--- src/rtl/game_sequencer.sv ---
// game_sequencer: top-level flow controller for the snake game.
// Sequences START -> ARM -> PLAY <-> PAUSE -> OVER, gates snake stepping,
// filters direction commands from the IR remote, selects the LED matrix
// screen and computes score / high score for the 7-segment display.
// Optional feature macro: SNAKE_HISCORE_EN keeps a best-score register;
// without it high_score is tied to zero and no compare logic exists.
module game_sequencer #(
  parameter logic [31:0] CODE_ENTER = 32'h20DF5AA5,
  parameter logic [31:0] CODE_UP    = 32'h20DF6A95,
  parameter logic [31:0] CODE_DOWN  = 32'h20DFEA15,
  parameter logic [31:0] CODE_LEFT  = 32'h20DF1AE5,
  parameter logic [31:0] CODE_RIGHT = 32'h20DF9A65,
  parameter int unsigned ARM_CYCLES = 16,
  parameter int unsigned OVER_HOLD  = 8,
  parameter int unsigned SCORE_MULT = 5
) (
  input  logic        CLOCK_50,
  input  logic        reset_n,
  input  logic [31:0] ir_word,
  input  logic        ir_valid,
  input  logic        game_tick,
  input  logic        game_over,
  input  logic [7:0]  length,
  output logic        game_rst_n,
  output logic        step,
  output logic [1:0]  dir,
  output logic [1:0]  screen_sel,
  output logic [10:0] score,
  output logic [10:0] high_score
);

  // One counter serves both the ARM delay and the OVER hold-off.
  localparam int unsigned CNT_MAX = (ARM_CYCLES > OVER_HOLD) ? ARM_CYCLES : OVER_HOLD;
  localparam int unsigned CNT_W   = $clog2(CNT_MAX + 1);
  localparam logic [CNT_W-1:0] ARM_LAST = CNT_W'(ARM_CYCLES - 1);
  localparam logic [CNT_W-1:0] HOLD_MAX = CNT_W'(OVER_HOLD);
  localparam logic [CNT_W-1:0] CNT_ONE  = CNT_W'(1);
  localparam logic [CNT_W-1:0] CNT_ZERO = CNT_W'(0);

  typedef enum logic [2:0] {
    ST_START = 3'd0,
    ST_ARM   = 3'd1,
    ST_PLAY  = 3'd2,
    ST_PAUSE = 3'd3,
    ST_OVER  = 3'd4
  } state_e;

  state_e           state_q, state_d;
  logic [CNT_W-1:0] cnt_q, cnt_d;
  logic [1:0]       dir_q, dir_d;
  logic [1:0]       pend_q, pend_d;
  logic [1:0]       screen_sel_q, screen_sel_d;
  logic             step_q, step_d;
  logic             game_rst_n_q, game_rst_n_d;
  logic [10:0]      score_q, score_d;

  logic             ev_enter;
  logic             ev_dir;
  logic [1:0]       ev_code;

  // Decode the IR word into ENTER / direction events; unknown codes do nothing.
  always_comb begin
    ev_enter = ir_valid && (ir_word == CODE_ENTER);
    ev_dir   = 1'b0;
    ev_code  = 2'b11;
    if (ir_valid) begin
      if (ir_word == CODE_UP) begin
        ev_dir  = 1'b1;
        ev_code = 2'b00;
      end else if (ir_word == CODE_DOWN) begin
        ev_dir  = 1'b1;
        ev_code = 2'b01;
      end else if (ir_word == CODE_LEFT) begin
        ev_dir  = 1'b1;
        ev_code = 2'b10;
      end else if (ir_word == CODE_RIGHT) begin
        ev_dir  = 1'b1;
        ev_code = 2'b11;
      end else begin
        ev_dir  = 1'b0;
        ev_code = 2'b11;
      end
    end else begin
      ev_dir  = 1'b0;
      ev_code = 2'b11;
    end
  end

  // Next-state, counter, direction and output computation for the game flow.
  always_comb begin
    state_d = state_q;
    cnt_d   = cnt_q;
    dir_d   = dir_q;
    pend_d  = pend_q;
    step_d  = 1'b0;
    score_d = 11'(length) * 11'(SCORE_MULT);

    case (state_q)
      ST_START: begin
        if (ev_enter) begin
          state_d = ST_ARM;
          cnt_d   = CNT_ZERO;
        end else begin
          state_d = ST_START;
        end
      end
      ST_ARM: begin
        // Engine held in reset; direction restarts heading right.
        dir_d  = 2'b11;
        pend_d = 2'b11;
        if (cnt_q >= ARM_LAST) begin
          state_d = ST_PLAY;
          cnt_d   = CNT_ZERO;
        end else begin
          cnt_d = cnt_q + CNT_ONE;
        end
      end
      ST_PLAY: begin
        if (game_over) begin
          // Collision wins over every other event in the same cycle.
          state_d = ST_OVER;
          cnt_d   = CNT_ZERO;
        end else begin
          // A tick commits the pending direction seen before this cycle.
          if (game_tick) begin
            step_d = 1'b1;
            dir_d  = pend_q;
          end else begin
            dir_d = dir_q;
          end
          // Reject a reversal relative to the committed direction.
          if (ev_dir && (ev_code != (dir_q ^ 2'b01))) begin
            pend_d = ev_code;
          end else begin
            pend_d = pend_q;
          end
          if (ev_enter) begin
            state_d = ST_PAUSE;
          end else begin
            state_d = ST_PLAY;
          end
        end
      end
      ST_PAUSE: begin
        if (ev_enter) begin
          state_d = ST_PLAY;
        end else begin
          state_d = ST_PAUSE;
        end
      end
      ST_OVER: begin
        if (ev_enter && (cnt_q == HOLD_MAX)) begin
          state_d = ST_START;
          cnt_d   = CNT_ZERO;
        end else if (game_tick && (cnt_q < HOLD_MAX)) begin
          cnt_d = cnt_q + CNT_ONE;
        end else begin
          cnt_d = cnt_q;
        end
      end
      default: begin
        state_d = ST_START;
        cnt_d   = CNT_ZERO;
        dir_d   = 2'b11;
        pend_d  = 2'b11;
      end
    endcase

    // Outputs follow the state being entered so they register alongside it.
    case (state_d)
      ST_START: screen_sel_d = 2'd0;
      ST_ARM:   screen_sel_d = 2'd1;
      ST_PLAY:  screen_sel_d = 2'd1;
      ST_PAUSE: screen_sel_d = 2'd3;
      ST_OVER:  screen_sel_d = 2'd2;
      default:  screen_sel_d = 2'd0;
    endcase
    game_rst_n_d = (state_d == ST_PLAY) || (state_d == ST_PAUSE) || (state_d == ST_OVER);
  end

  // Game flow state and registered outputs.
  always_ff @(posedge CLOCK_50 or negedge reset_n) begin
    if (!reset_n) begin
      state_q      <= ST_START;
      cnt_q        <= CNT_ZERO;
      dir_q        <= 2'b11;
      pend_q       <= 2'b11;
      screen_sel_q <= 2'd0;
      step_q       <= 1'b0;
      game_rst_n_q <= 1'b0;
      score_q      <= 11'd0;
    end else begin
      state_q      <= state_d;
      cnt_q        <= cnt_d;
      dir_q        <= dir_d;
      pend_q       <= pend_d;
      screen_sel_q <= screen_sel_d;
      step_q       <= step_d;
      game_rst_n_q <= game_rst_n_d;
      score_q      <= score_d;
    end
  end

  assign game_rst_n = game_rst_n_q;
  assign step       = step_q;
  assign dir        = dir_q;
  assign screen_sel = screen_sel_q;
  assign score      = score_q;

`ifdef SNAKE_HISCORE_EN
  logic [10:0] high_score_q, high_score_d;

  // Latch the better score on the edge that enters OVER.
  always_comb begin
    if ((state_q == ST_PLAY) && game_over && (score_q > high_score_q)) begin
      high_score_d = score_q;
    end else begin
      high_score_d = high_score_q;
    end
  end

  // Best score since reset_n.
  always_ff @(posedge CLOCK_50 or negedge reset_n) begin
    if (!reset_n) begin
      high_score_q <= 11'd0;
    end else begin
      high_score_q <= high_score_d;
    end
  end

  assign high_score = high_score_q;
`else
  assign high_score = 11'd0;
`endif

endmodule

--- config.mk ---
export PLATFORM = sky130hd
export DESIGN_NAME = game_sequencer
export DESIGN_NICKNAME = d
export VERILOG_FILES = /design/src/rtl/game_sequencer.sv
export SDC_FILE = /design/constraint.sdc
export NUM_CORES = 1
export LEC_CHECK = 0
export ABC_AREA = 1
export CORE_MARGIN = 10
export CORE_UTILIZATION = 40
export CTS_BUF_LIST = sky130_fd_sc_hd__clkbuf_4 sky130_fd_sc_hd__clkbuf_8 sky130_fd_sc_hd__clkbuf_16
export DETAILED_ROUTE_END_ITERATION = 7
export PLACE_DENSITY_LB_ADDON = 0.12
export SLEW_MARGIN = 5
export SYNTH_ARGS = -nofsm -noshare
export SYNTH_HDL_FRONTEND = slang
export SYNTH_SLANG_ARGS = --single-unit
--- constraint.sdc ---
create_clock -name CLOCK_50 -period 1.78 [get_ports CLOCK_50]
set_clock_uncertainty 0.1 [all_clocks]
set_input_delay 0.356 -clock CLOCK_50 [delete_from_list [all_inputs] [get_ports CLOCK_50]]
set_output_delay 0.356 -clock CLOCK_50 [all_outputs]
set_load 0.1 [all_outputs]
# ---- After elaboration in Yosys (flattened, before gate mapping)
# Cells that the tools add are included.
dict set report word_totals {
  regBits 27
  inputBits 45
  output_inout_bits 28
  wordCells 80
}
dict set report classes {
  add_sub_neg 1
  multipliers 1
  order_cmp 2
  n_eq_ne 21
  muxes 32
  n_bitwise 3
  n_reduce_logical 12
}
# cell count
set op_table {}
lappend op_table {{32-bit by 30-bit == test with 1-bit output (second input constant)} 5}
lappend op_table {{5-bit two-way mux} 5}
lappend op_table {{5-bit one-hot mux with 5 select lines} 1}
lappend op_table {{3-bit one-hot mux with 5 select lines} 1}
lappend op_table {{2-bit two-way mux} 7}
lappend op_table {{3-bit by 2-bit == test with 1-bit output (second input constant)} 4}
lappend op_table {{1-bit two-way mux} 12}
lappend op_table {{8-bit by 3-bit multiplier with 11-bit output (second input constant)} 1}
lappend op_table {{2-bit != test (second input constant)} 5}
lappend op_table {{3-bit two-way mux} 3}
lappend op_table {{2-bit one-hot mux with 2 select lines} 2}
lappend op_table {{3-bit by 1-bit == test with 1-bit output (second input constant)} 2}
lappend op_table {{3-bit == test (second input constant)} 2}
lappend op_table {{2-bit one-hot mux with 3 select lines} 1}
lappend op_table {{3-bit AND reduction} 2}
lappend op_table {{5-bit by 1-bit adder with 5-bit output (second input constant)} 1}
lappend op_table {{5-bit by 4-bit == test with 1-bit output (second input constant)} 1}
lappend op_table {{5-bit by 4-bit >= comparator with 1-bit output (second input constant)} 1}
lappend op_table {{5-bit by 4-bit < comparator with 1-bit output (second input constant)} 1}
lappend op_table {{1-bit logical AND} 4}
lappend op_table {{4-bit AND reduction} 1}
lappend op_table {{3-bit zero test} 1}
lappend op_table {{3-bit != test (second input constant)} 1}
lappend op_table {{1-bit inverter} 3}
lappend op_table {{other kinds (4)} 5}

# ---- Depth between registers and ports, before layout
# Gate-level depths: netlist (run 1).
dict set report depth {
  ltp_word 10
  depth_mapped 14
  mapped_depth_nobuf 14
}

# ---- Worst setup path after synthesis (run 1)
# Ideal clock, no wire load.
dict set report synth_timing {
  path_kind {input to register}
  from {input length[1]}
  to {register score_q[9] (netlist: score[9])}
  setup_ns 0.121
  t_arrival_ns 1.853
  required_time_ns 1.559
  path_slack_ns -0.294
  stages 8
  path_cell_list {ha_1 > ha_1 > fa_1 > a31oi_1 > nor2_1 > o21ai_0 > nand2_1 > xor2_1}
}
dict set report synth_between {
  elab_chain_len 1
}
# element line
set synth_lines {}
lappend synth_lines {{start: declaration} 23} ;# input logic [7:0] length,
lappend synth_lines {{8-bit by 3-bit multiplier with 11-bit output} 96} ;# score_d = 11'(length) * 11'(SCORE_MULT);
lappend synth_lines {{named net score_d[9]} 55} ;# logic [10:0] score_q, score_d;
lappend synth_lines {{end signal: assignment} 200} ;# score_q <= score_d;
lappend synth_lines {{end: declaration} 55}
# The timed path passes the listed nets, and every way through them passes these cells.
# A chain may end at the register's enable or synchronous reset.

# ---- Worst setup path after layout (run 1)
dict set report layout_timing {
  from {register cnt_q[1]}
  to {register screen_sel_q[0] (netlist: screen_sel[0])}
}
dict set report layout_between {
  elab_chain_len 7
  word_cells_on_any_way 12
}
# element line
set layout_lines {}
lappend layout_lines {{start: declaration} 49} ;# logic [CNT_W-1:0] cnt_q, cnt_d;
lappend layout_lines {{start signal: assignment} 194} ;# cnt_q <= cnt_d;
lappend layout_lines {{branches (longest 3 deep; another with 5-bit by 4-bit >= comparator with 1-bit output)} n/a}
lappend layout_lines {{3-bit one-hot mux with 5 select lines (*)} 98} ;# case (state_q)
lappend layout_lines {{named net state_d[0]} 48} ;# state_e state_q, state_d;
lappend layout_lines {{3-bit by 2-bit == test with 1-bit output or 3-bit by 1-bit == test with 1-bit output (tied branches)} 170} ;# case (state_d)
lappend layout_lines {{2-bit OR reduction (no source line)} n/a}
lappend layout_lines {{2-bit one-hot mux with 3 select lines (*)} 170}
lappend layout_lines {{named net screen_sel_d[0]} 52} ;# logic [1:0] screen_sel_q, screen_sel_d;
lappend layout_lines {{end signal: assignment} 197} ;# screen_sel_q <= screen_sel_d;
lappend layout_lines {{end: declaration} 52}
# Mark *: on every way through the listed nets, which the timed path passes.

==> results of run 1 <==
## report_power, final
part           internal (mW)  leakage (nW)  switching, mW
logic                  0.654          1.32           1.16
registers              0.781         0.337          0.113
clock network          0.157        0.0255          0.184
## how the worst max path moves through the flow
stage	slack, ns	startpoint	endpoint	depth (start not counted)
floorplan	-0.08	length[1]	score[9]	8
global placement	-0.64	length[3]	score[9]	9
detailed placement	-0.66	length[3]	score[10]	9
CTS	-0.002	ir_word[12]	pend_q[0]	14
global route	-0.11	ir_word[6]	cnt_q[1]	12
finish	0.02	cnt_q[1]	screen_sel[0]	9
## area by class of cell
type	instances	share of cell area, %
clock buffer	3	1.28
clock inverter	1	0.155
inverter	42	5.03
multi-input combinational	187	40.7
sequential	27	21.0
tap	54	2.09
timing repair buffer	90	29.7
## layer usage
layer	GRT usage (%)	vias up
li1	-	976
met1	15.0	815
met2	22.2	58
met3	5.20	2
met4	3.32	0
met5	0	-
## registers in the layout, summed over array words and instances (netlist names)
| register | flops |
|---|---|
| score | 11 |
| cnt_q | 5 |
| state_q | 3 |
| dir | 2 |
| pend_q | 2 |
| screen_sel | 2 |
| game_rst_n | 1 |
| step | 1 |
## repair_timing
item	4_1_cts	5_1_grt
hold buffers	0	0
pin swaps	46	32
endpoints found under the setup margin	16	14
setup buffers	2	2
gates resized for setup	82	33
cloned	0	0
## cells in the final DEF, fill, tap and decap left out, types with 4 or more instances in the layout
cell and instances:
sky130_fd_sc_hd__nand3_1 16, sky130_fd_sc_hd__nand2_2 10, sky130_fd_sc_hd__nor2_1 21, sky130_fd_sc_hd__clkdlybuf4s15_1 4
sky130_fd_sc_hd__dlygate4sd2_1 26, sky130_fd_sc_hd__ha_1 5, sky130_fd_sc_hd__nand3_2 8, sky130_fd_sc_hd__nor2_2 6
sky130_fd_sc_hd__inv_2 7, sky130_fd_sc_hd__buf_4 26, sky130_fd_sc_hd__conb_1 11, sky130_fd_sc_hd__clkdlybuf4s50_1 4
sky130_fd_sc_hd__xor2_1 7, sky130_fd_sc_hd__dfrtp_1 23, sky130_fd_sc_hd__inv_1 34, sky130_fd_sc_hd__nand2_1 52
sky130_fd_sc_hd__nor3_1 4, sky130_fd_sc_hd__dfstp_2 4, sky130_fd_sc_hd__o21ai_0 4, sky130_fd_sc_hd__clkbuf_2 4
sky130_fd_sc_hd__ha_4 8, sky130_fd_sc_hd__buf_12 18
## cells in the mapped netlist
library cell and n:
sky130_fd_sc_hd__nand2_1 60, sky130_fd_sc_hd__inv_1 39, sky130_fd_sc_hd__nor2_1 25, sky130_fd_sc_hd__nand3_1 24, sky130_fd_sc_hd__dfrtp_1 23, sky130_fd_sc_hd__ha_1 15
sky130_fd_sc_hd__buf_4 11, sky130_fd_sc_hd__nor3_1 7, sky130_fd_sc_hd__xor2_1 7, sky130_fd_sc_hd__a21oi_1 5, sky130_fd_sc_hd__o21ai_0 5, sky130_fd_sc_hd__dfstp_2 4
sky130_fd_sc_hd__nand2_2 4, sky130_fd_sc_hd__nand4_1 3, sky130_fd_sc_hd__nor2_2 3, sky130_fd_sc_hd__nor3_2 3, sky130_fd_sc_hd__a31oi_1 2, sky130_fd_sc_hd__inv_2 2
sky130_fd_sc_hd__nor2_4 2, sky130_fd_sc_hd__a21boi_0 1, sky130_fd_sc_hd__clkinv_2 1, sky130_fd_sc_hd__conb_1 1, sky130_fd_sc_hd__fa_1 1, sky130_fd_sc_hd__nand3_2 1
sky130_fd_sc_hd__nor3b_1 1, sky130_fd_sc_hd__nor4_4 1, sky130_fd_sc_hd__o211ai_1 1, sky130_fd_sc_hd__o21a_1 1, sky130_fd_sc_hd__o21ai_1 1, sky130_fd_sc_hd__o21ai_2 1
sky130_fd_sc_hd__o21bai_1 1, sky130_fd_sc_hd__or2_1 1
## per-stage QoR
step | power (mW) | worst slack, ns | utilization (%)
after CTS | 3.05 | -0.00183 | 67.6
after floorplan | 1.99 | -0.0836 | -
after global placement | 2.66 | -0.638 | 63.9
after detailed placement | 2.67 | -0.663 | 63.9
final | 3.05 | 0.0192 | 69.0
after global routing | 3.22 | -0.113 | 69.0
## critical path, cell delays in order (launching register included)
cell	delay, ns
sky130_fd_sc_hd__dfrtp_1	0.37
sky130_fd_sc_hd__ha_2	0.19
sky130_fd_sc_hd__nand2_1	0.06
sky130_fd_sc_hd__nor2_1	0.10
sky130_fd_sc_hd__ha_2	0.20
sky130_fd_sc_hd__nor3_4	0.04
sky130_fd_sc_hd__buf_4	0.15
sky130_fd_sc_hd__nand2_1	0.05
sky130_fd_sc_hd__o211ai_1	0.14
sky130_fd_sc_hd__or2_1	0.25
## kinds of logic after synthesis
kind of cell             count (synthesis)
AND/OR/NAND/NOR                        135
buffers and inverters                   53
flip-flops                              27
AO/OA/AOI/OAI                           18
adder cells (fa/ha/maj)                 16
XOR/XNOR                                 7
other                                    1
==> flow_metrics.env, run 1 <==
export IMPL_status="finished, final reports clean"
export IMPL_floorplan_rows=25
export IMPL_maxClockFrequency_mhz=568
export IMPL_vertical_die_dimension_um=89.6
export IMPL_final_net_count=412
export IMPL_via_count=1851
export IMPL_largest_net_degree_at_the_start_of_global_routing=28
export IMPL_design_core_area_um2=4690
export IMPL_cts_tree="built"
export IMPL_via_per_inst=4.58
export IMPL_main_combinational_cell_family_by_area_after_synthesis="simple AND/OR/NAND/NOR gates"
export IMPL_timing_hold_worst_endpoint="score[1]"
export IMPL_placed_cell_count=396
export IMPL_synth_area_top_cells="sky130_fd_sc_hd__dfrtp_1, sky130_fd_sc_hd__nand2_1, sky130_fd_sc_hd__ha_1"
export IMPL_worst_r2r_cell_count=9
export IMPL_period_needed_ns=1.76
export IMPL_die_area_um2=8020
export IMPL_tritoncts_num_buffers=3
export IMPL_final_period_utilization_pct=98.9
export IMPL_reg2reg_setup_slack_ns=0.02
export IMPL_synthDistinctLibCells=32
export IMPL_multi_input_area_um2=1320
export IMPL_crit_type="flop to flop"
export IMPL_clock_tree_sinks=27
export IMPL_place_area_um2=3000
export IMPL_synthesis_area_um2=1940
export IMPL_initial_core_util_pct=41.3
export IMPL_crit_path_start_kind="flop"
export IMPL_ir_worst_vdd_mv=0.655
export IMPL_post_synth_and_or_nand_nor_area_fraction_pct=32.8
export IMPL_initialDrtViolationCount=61
export IMPL_grt_pass1_wl_um=8460
export IMPL_worst_ep_required_time_ns=1.84
export IMPL_muxShareOfSynthArea_pct=0
export IMPL_fp_dieW_um=89.6
export IMPL_top_layer="met4"
export IMPL_finalSetupViolations=0
export IMPL_cts_path_max_buffers=2
export IMPL_netlist_instances=257
export IMPL_tns_ns=0
export IMPL_cellLeakagePower_nw=1.68
export IMPL_flow_area_growth_from_synthesis_pct=67.2
export IMPL_cap_violations=0
export IMPL_post_synth_top_area_fraction_pct=29.7
export IMPL_synthXorXnorAreaFrac_pct=3.17
export IMPL_numPortBuffers=61
export IMPL_drt_met1_wl_um=2160
export IMPL_cts_clk_slew_worst_paths_ns=0.09
export IMPL_remaining_drc_errors=0
export IMPL_globalRouteTotalUtil_pct=13.1
export IMPL_clockRootBuffer="sky130_fd_sc_hd__clkbuf_8"
export IMPL_synth_seq_cells=27
export IMPL_holdCritStartpoint="length[1]"
export IMPL_filler_cell_count=387
export IMPL_synth_adder_area_share_pct=10.7
export IMPL_met2RoutedLength_um=2390
export IMPL_final_hold_violation_count=0
export IMPL_post_synth_top_area_cell="sky130_fd_sc_hd__dfrtp_1"
export IMPL_hold_slack_ns=0.129
export IMPL_synth_warning_count=0
export IMPL_synth_compound_area_share_pct=5.49
export IMPL_worst_r2r_startpoint="cnt_q[1]"
export IMPL_final_layout_size_suffix_gt1_share_pct=35.4
export IMPL_postSynthAreaPerCell_um2=7.53
export IMPL_grt_overflow=0
export IMPL_hold_path_cell_count=1
export IMPL_htree_levels=1
export IMPL_io_pin_count=73
export IMPL_ff_latch_area_um2=681
export IMPL_post_layout_nonfiller_instances=404
export IMPL_final_cell_area_um2=3240
export IMPL_hold_path_class="primary input to flop"
export IMPL_ant_diodes=0
export IMPL_drt_total_wl_um=5140
export IMPL_drtPass1Iterations=4
export IMPL_globalplace_congestion=0.778
export IMPL_worst_skew_pair_late_latency_ns=0.27
export IMPL_detailed_place_hpwl_um=4060
export IMPL_share_of_the_yosys_chip_area_belonging_to_registers_pct=35.2
export IMPL_power_density_cell_area_nw_per_um2=941
export IMPL_critical_path_reg2reg_endpoint="screen_sel[0]"
export IMPL_maxSlewViolCount=0
export IMPL_critical_path_peak_fanout=6
export IMPL_number_of_antenna_violations_at_the_first_check_in_global_routing=0
export IMPL_drt_antenna_violating_nets=0
export IMPL_avgRoutedWirePerCell_um=12.7
export IMPL_met3WireLength_um=560
export IMPL_arrival_ns=1.82
export IMPL_setup_repair_after_global_routing_missed_its_margin="yes"
export IMPL_number_of_global_route_vias_before_repair=1874
export IMPL_end_kind="flop"
Power figures use the tool's default switching activity.
==> run 2, diff against run 1 <==
--- a/config.mk
+++ b/config.mk
@@ -11,6 +11,7 @@
 export CTS_BUF_LIST = sky130_fd_sc_hd__clkbuf_4 sky130_fd_sc_hd__clkbuf_8 sky130_fd_sc_hd__clkbuf_16
 export DETAILED_ROUTE_END_ITERATION = 7
 export PLACE_DENSITY_LB_ADDON = 0.12
+export SETUP_SLACK_MARGIN = 0.02
 export SLEW_MARGIN = 5
 export SYNTH_ARGS = -nofsm -noshare
 export SYNTH_HDL_FRONTEND = slang
==> flow_metrics.env, run 2 (synthesis results as in run 1) <==
export IMPL_initial_core_util_pct=41.3
export IMPL_final_layout_size_suffix_gt1_share_pct=37.5
export IMPL_maxClockFrequency_mhz=563
export IMPL_flow_area_growth_from_synthesis_pct=68.0
export IMPL_final_hold_violation_count=0
export IMPL_initialDrtViolationCount=66
export IMPL_worst_ep_required_time_ns=1.85
export IMPL_final_net_count=414
export IMPL_via_count=1886
export IMPL_critPathTopFamily="adder cells"
export IMPL_worst_skew_pair_late_latency_ns=0.27
export IMPL_grt_pass1_wl_um=8560
export IMPL_worstPathBufferInverterCount=1
export IMPL_globalRouteTotalUtil_pct=13.3
export IMPL_placed_cell_count=396
export IMPL_ctsHoldBuffers=0
export IMPL_status="finished, final reports clean"
export IMPL_fp_dieW_um=89.6
export IMPL_post_layout_nonfiller_instances=406
export IMPL_tns_ns=0
export IMPL_io_pin_count=73
export IMPL_setup_slack_ns=0.00342
export IMPL_drtPass1Iterations=4
export IMPL_remaining_drc_errors=0
export IMPL_vertical_die_dimension_um=89.6
export IMPL_floorplan_rows=25
export IMPL_crit_path_top_delay_cell="sky130_fd_sc_hd__fa_2"
export IMPL_htree_levels=1
export IMPL_crit_path_start_kind="primary input"
export IMPL_cap_violations=0
export IMPL_cts_path_max_buffers=2
export IMPL_drt_total_wl_um=5210
export IMPL_tritoncts_num_buffers=3
export IMPL_number_of_global_route_vias_before_repair=1934
export IMPL_end_kind="flop"
export IMPL_period_needed_ns=1.78
export IMPL_slowest_delay_ns=0.36
export IMPL_largest_reg_flops=11
export IMPL_cp_cell_sequence="clkdlybuf4s15_2, ha_2, ha_4, fa_2, a31oi_4, nor2_1, o21ai_1, nand2_1, xor2_1"
export IMPL_globalplace_congestion=0.886
export IMPL_setup_repair_after_global_routing_missed_its_margin="yes"
export IMPL_postLayoutCoreUtil_pct=69.3
export IMPL_crit_type="primary input to flop"
export IMPL_power_density_cell_area_nw_per_um2=947
export IMPL_cts_clk_slew_worst_paths_ns=0.10
export IMPL_drt_antenna_violating_nets=0
export IMPL_ir_worst_vdd_mv=0.643
export IMPL_cellLeakagePower_nw=1.65
export IMPL_place_area_um2=3010
export IMPL_clockRootBuffer="sky130_fd_sc_hd__clkbuf_8"
export IMPL_hold_slack_ns=0.211
export IMPL_mostFrequentLayoutCells="sky130_fd_sc_hd__nand2_1, sky130_fd_sc_hd__inv_1, sky130_fd_sc_hd__buf_4"
export IMPL_avgRoutedWirePerCell_um=12.8
export IMPL_via_per_inst=4.65
export IMPL_clock_tree_sinks=27
export IMPL_final_period_utilization_pct=99.8
export IMPL_detailed_place_hpwl_um=4170
export IMPL_critical_path_peak_fanout=2
export IMPL_cts_tree="built"
export IMPL_place_worst_setup_slack_ns=-0.669
export IMPL_filler_cell_count=403
export IMPL_numPortBuffers=61
export IMPL_ant_diodes=0
export IMPL_arrival_ns=1.85
export IMPL_number_of_antenna_violations_at_the_first_check_in_global_routing=0
export IMPL_grt_overflow=0
export IMPL_largest_net_degree_at_the_start_of_global_routing=28
export IMPL_design_core_area_um2=4690
export IMPL_hold_path_class="primary input to flop"
export IMPL_die_area_um2=8020
export IMPL_layout_cells_most_common="sky130_fd_sc_hd__nand2_1"
export IMPL_power_total_mw=3.08
export IMPL_final_cell_area_um2=3250
export IMPL_finalSetupViolations=0
export IMPL_maxSlewViolCount=0
[run 2: worst reg2reg max path: cells and delay by family, from the launching register on]
| family | cells | cell delay, ns |
|---|---|---|
| DFF | 1 | 0.40 |
| buffers and inverters | 2 | 0.13 |
| AOI/OAI and AO/OA | 1 | 0.17 |
| adders and majority gates | 2 | 0.39 |
| and+or+nand+nor | 4 | 0.45 |
[run 2: timing repair]
item,in CTS,in global routing
setup endpoints to repair,17,14
setup buffers,3,3
resized for setup,73,45
pin swaps,51,26
[run 2: worst paths after layout]
| path | cells past startpoint | end | slack (ns) | start |
|---|---|---|---|---|
| max reg2reg | 9 | screen_sel[0] | 0.01 | cnt_q[0] |
| min in group asynchronous | 2 | cnt_q[1] | 0.34 | reset_n |
| max | 9 | score[9] | 0.003 | length[2] |
| min | 1 | score[0] | 0.21 | length[0] |
| max in group asynchronous | 2 | dir[0] | 0.92 | reset_n |
| min reg2reg | 2 | pend_q[1] | 0.37 | pend_q[1] |
[run 2: layout make-up]
cell class                 count  area [µm²]  share of cell area [%]
multi-input combinational    187        1330                    40.9
timing repair buffer          92         963                    29.6
sequential                    27         681                    20.9
inverter                      42         163                    5.00
tap                           54        67.6                    2.08
clock buffer                   3        41.3                    1.27
clock inverter                 1        5.00                   0.154
[run 2: metal layers]
metal / vias to the layer above / global-route usage (%) / part of all wire [%]
met2: 53 / 23.6 / 51
met3: 4 / 4.47 / 7.9
met5: - / 0 / 0
li1: 984 / - / -
met1: 845 / 14.7 / 40
met4: 0 / 3.90 / 0.81
[run 2: where the power goes]
group / switching (mW) / internal [mW]
logic: 1.18 / 0.655
clock network: 0.191 / 0.157
registers: 0.120 / 0.781
total: 1.49 / 1.59
